**src/rtl/run_alarm_fsm.sv**
```systemverilog
// Run-length alarm: watches the run detector's Y flag, latches an alarm once a
// run reaches THRESH enabled cycles, holds it until ack, and counts alarm events.
module run_alarm_fsm #(
    parameter int THRESH = 4,
    parameter int CW     = 8
) (
    input  logic          clk,
    input  logic          rst_n,
    input  logic          y_in,
    input  logic          en,
    input  logic          ack,
    output logic          alarm,
    output logic [CW-1:0] run_len,
    output logic [CW-1:0] event_cnt,
    output logic          cnt_sat
);

    localparam logic [1:0] IDLE  = 2'd0;
    localparam logic [1:0] COUNT = 2'd1;
    localparam logic [1:0] ALARM = 2'd2;
    localparam logic [1:0] HOLD  = 2'd3;

    localparam logic [CW-1:0] MAXV = '1;
    localparam logic [CW-1:0] THR  = CW'(THRESH);

    logic [1:0]    r_state;
    logic [CW-1:0] r_run_len;
    logic [CW-1:0] r_event_cnt;
    logic          r_alarm;
    logic          r_cnt_sat;

    logic [1:0]    w_state_nxt;
    logic [CW-1:0] w_run_nxt;
    logic [CW-1:0] w_evt_nxt;
    logic [CW-1:0] w_run_inc;
    logic [CW-1:0] w_run_track;

    // Saturating increment and the ALARM/HOLD run tracking rule
    assign w_run_inc   = (r_run_len == MAXV) ? MAXV : r_run_len + CW'(1);
    assign w_run_track = en ? (y_in ? w_run_inc : '0) : r_run_len;

    always_comb begin
        w_state_nxt = r_state;
        w_run_nxt   = r_run_len;
        w_evt_nxt   = r_event_cnt;
        case (r_state)
            IDLE: begin
                if (en && y_in) begin
                    w_state_nxt = COUNT;
                    w_run_nxt   = CW'(1);
                end else begin
                    w_run_nxt   = '0;
                end
            end
            COUNT: begin
                if (en) begin
                    if (!y_in) begin
                        w_state_nxt = IDLE;
                        w_run_nxt   = '0;
                    end else if (w_run_inc == THR) begin
                        w_state_nxt = ALARM;
                        w_run_nxt   = THR;
                        if (r_event_cnt != MAXV)
                            w_evt_nxt = r_event_cnt + CW'(1);
                    end else begin
                        w_run_nxt   = w_run_inc;
                    end
                end
            end
            ALARM: begin
                w_run_nxt = w_run_track;
                if (ack) begin
                    if (y_in) begin
                        w_state_nxt = HOLD;
                    end else begin
                        w_state_nxt = IDLE;
                        w_run_nxt   = '0;
                    end
                end
            end
            HOLD: begin
                if (en && !y_in) begin
                    w_state_nxt = IDLE;
                    w_run_nxt   = '0;
                end else begin
                    w_run_nxt   = w_run_track;
                end
            end
            default: begin
                w_state_nxt = IDLE;
                w_run_nxt   = '0;
            end
        endcase
    end

    always_ff @(posedge clk) begin
        if (!rst_n) begin
            r_state     <= IDLE;
            r_run_len   <= '0;
            r_event_cnt <= '0;
            r_alarm     <= 1'b0;
            r_cnt_sat   <= 1'b0;
        end else begin
            r_state     <= w_state_nxt;
            r_run_len   <= w_run_nxt;
            r_event_cnt <= w_evt_nxt;
            r_alarm     <= (w_state_nxt == ALARM);
            r_cnt_sat   <= (w_evt_nxt == MAXV);
        end
    end

    assign alarm     = r_alarm;
    assign run_len   = r_run_len;
    assign event_cnt = r_event_cnt;
    assign cnt_sat   = r_cnt_sat;

endmodule

```
**config.mk**
```make
export PLATFORM = sky130hd
export DESIGN_NAME = run_alarm_fsm
export DESIGN_NICKNAME = d
export VERILOG_FILES = /design/src/rtl/run_alarm_fsm.sv
export SDC_FILE = /design/constraint.sdc
export NUM_CORES = 1
export LEC_CHECK = 0
export CAP_MARGIN = 20
export CORE_ASPECT_RATIO = 1.2
export CORE_MARGIN = 10
export CORE_UTILIZATION = 30
export CTS_BUF_LIST = sky130_fd_sc_hd__clkbuf_2
export DETAILED_ROUTE_END_ITERATION = 10
export SYNTH_ARGS = -nofsm -noshare
export SYNTH_HDL_FRONTEND = slang
export SYNTH_SLANG_ARGS = --single-unit
```
**constraint.sdc**
```tcl
create_clock -name clk -period 2.35 [get_ports clk]
set_clock_uncertainty 0.2 [all_clocks]
set_input_delay 0.47 -clock clk [delete_from_list [all_inputs] [get_ports clk]]
set_output_delay 0.47 -clock clk [all_outputs]
set_load 0.1 [all_outputs]
```
==> run_results.csv <==
group,metric,value,unit
cells_and_area,nNetsFinal,205,
setup_path,r2r_slack,0.13,ns
synth,synth_seq_area_share,31.5,%
floorplanning,core_area,0.00400,sq mm
place,port_buffers,22,
timing,min_period,2.22,ns
timing,timing.final.crit_share,94.3,%
floorplanning,start_util,31.7,%
synth,synth_cell_types,45,
flow_run,cap_violations,0,
floorplanning,row_count,25,
synth,syn-cell-area,0.00127,sq mm
synth,synthMuxAreaShare,1.58,%
synth,synth_top_family_by_area,"simple AND/OR/NAND/NOR gates",
pwr,power.leakage,0.620,nW
place,pre_cts_ws,-0.00933,ns
routing,wire_per_inst,13.6,um
floorplanning,die_area,0.00725,sq mm
synth,syn_nets,173,
hold_path,holdPathEnd,"event_cnt[6]$_SDFF_PN0_",
synth,async_flop_share,0,%
timing,setup_viol,0,
cells_and_area,finalNonFillerCells,251,
setup_path,ff2ff_path_depth,6,
global_route,grt_util_all_layers,9.85,%
setup_path,regToRegStartpoint,"run_len[0]$_SDFFE_PN0P_",
synth,synth_xor_area_share,1.38,%
cts,hold_buffers,0,
timing,totalNegativeSetupSlack,0,ns
timing,slew_violations,0,
timing,slew_headroom,58.1,%
pwr,powerDensity,340,mW/mm^2
hold_path,hold_class,"reg2reg",
synth,syn_inst,166,
routing,dr.pass1.iters,4,
synth,synthAdderAreaFrac,1.97,%
cts,clock_sinks,20,
setup_path,critPathRequiredTime,2.41,ns
global_route,grt_pass1_wl,6020,um
cts,htree_levels,1,
setup_path,r2r_end,"event_cnt[3]$_SDFF_PN0_",
setup_path,end_kind,"flip-flop",
global_route,first_global_vias,1273,
timing,clock.fmax,0.451,GHz
routing,drc,0,
cts,path_clk_slew,0.22,ns
synth,ys_ff_latch,20,
cts,root_buffer,"clkbuf_2",
synth,avgSynthCellArea,7.65,sq um
synth,yosysWarnings,0,
floorplanning,die_h,91.3,um
cts,cts_tree,"built",
cells_and_area,syn_to_final_growth,31.0,%
timing,grt_setup_unrepaired,"no",
global_route,grt_max_degree,13,
timing,tightest_slew,0.625,ns
hold_path,min_from,"event_cnt[6]$_SDFF_PN0_",
global_route,antenna_found_initial,0,
synth,synth_compound_area_share,24.7,%
cells_and_area,fin_util,41.6,%
synth,synth_edf_count,0,
floorplanning,die_width,79.4,um
routing,drt_iter0_drc,68,
cells_and_area,diodes,0,
floorplanning,ios,23,
cts,cts_buffers,3,
synth,synth-main-ff-cell,"dfxtp_1",
setup_path,arrival,2.28,ns
place,dp_hpwl,2520,um
pwr,vdd_drop_max,0.150,mV
cts,clock_latency,0.34,ns
setup_path,worst-path-max-fanout,10,
global_route,gr-total-overflow,0,
timing,final-hold-violation-count,0,
routing,wirelength,3410,um
routing,vias_per_cell,5.25,
setup_path,critical_path_class,"reg2reg",
place,dp_cells,245,
pwr,total_power,0.565,mW
routing,ant_nets,0,
synth,synthSimpleGateAreaFrac,34.0,%
setup_path,start_kind,"flip-flop",
outcome,status,"finished, final reports clean",
cts,cts_max_path_buffers,2,
routing,via_count,1317,
timing,setup_ws,0.134,ns
hold_path,whs_path_depth,1,
cells_and_area,drive_gt1_share,30.5,%
place,place_congestion,0.749,
## metrics by stage
step,hold WS (ns),instance area [sq um]
finish,0.334,1660
global route,0.373,1660
CTS,0.335,1610
detailed placement,0.286,1590
global placement,0.286,1590
floorplan,0.443,1300
## report_power, final
part / switching (mW) / internal [mW] / leakage [nW]
clock: 0.116 / 0.0370 / 0.0140
combinational: 0.0404 / 0.0294 / 0.436
sequential: 0.00408 / 0.338 / 0.170
## cells in the final DEF (no fill, tap or decap), types with 6 or more instances in the layout
| master | count |
|---|---|
| buf_4 | 29 |
| a21oi_1 | 16 |
| nor2_1 | 13 |
| o21ai_0 | 13 |
| nand2_1 | 12 |
| dfxtp_2 | 10 |
| nand3_1 | 9 |
| or3_1 | 7 |
| inv_1 | 6 |
| nand4_1 | 6 |
| dfxtp_1 | 6 |
## cells by family after synthesis
| group | after synthesis |
|---|---|
| AND/OR/NAND/NOR | 76 |
| flip-flops | 20 |
| XOR/XNOR | 2 |
| multiplexers | 2 |
| AO/OA/AOI/OAI | 50 |
| buffers and inverters | 14 |
| adder cells (fa/ha/maj) | 2 |
## worst max-delay path: stages (launching register included)
cell	delay, ns
dfxtp_4	0.40
ha_4	0.23
or4_4	0.42
nor2_4	0.19
nand4_4	0.16
or3_1	0.38
a21oi_1	0.15
## routing by layer
layer  GRT usage, %  wire (um)  up-vias
met5              0          0        -
met4           3.59         51        0
met3           2.56        131        5
met2           15.5       1610       23
met1           12.5       1620      607
li1               -          -      682
## cell usage after synthesis (all sizes together) (4+ instances only)
cell type	instances	area (sq um)
nand4	7	50.1
inv	6	22.5
a21oi	16	80.1
nor2	14	60.1
clkbuf	5	18.8
nor3	4	20.0
nand2	12	45.0
or3	7	43.8
and3	4	25.0
o21ai	14	70.1
nand3	10	50.1
dfxtp	20	400
## state kept, by name, summed over array words and instances, names as in the netlist
name       cells
event_cnt      8
run_len        8
r_state        2
alarm          1
cnt_sat        1
## area by class of cell
| class | count | area, sq um |
|---|---|---|
| repair buffers | 34 | 278 |
| well taps | 54 | 67.6 |
| flip-flops and latches | 20 | 428 |
| clock inverters | 1 | 3.75 |
| inverters | 7 | 26.3 |
| clock buffers | 3 | 15.0 |
| fillers | 452 | 2340 |
| multi-input cells | 132 | 846 |
## worst max-delay path by stage
stage | endpoint | from | slack (ns)
after CTS | event_cnt[3]$_SDFF_PN0_ | run_len[1]$_SDFFE_PN0P_ | 0.02
after global placement | cnt_sat$_SDFF_PN0_ | y_in | 0.02
after floorplan | cnt_sat$_SDFF_PN0_ | event_cnt[7]$_SDFF_PN0_ | -0.1
after detailed placement | cnt_sat$_SDFF_PN0_ | y_in | -0.009
after global routing | alarm$_SDFF_PN0_ | run_len[0]$_SDFFE_PN0P_ | 0.01
final | event_cnt[3]$_SDFF_PN0_ | run_len[0]$_SDFFE_PN0P_ | 0.13
## what timing repair did
action	in CTS	in global routing
setup endpoints to repair	0	7
buffers inserted	0	2
gates resized for setup	0	5
No activity file was read; power rests on OpenSTA's default activity.
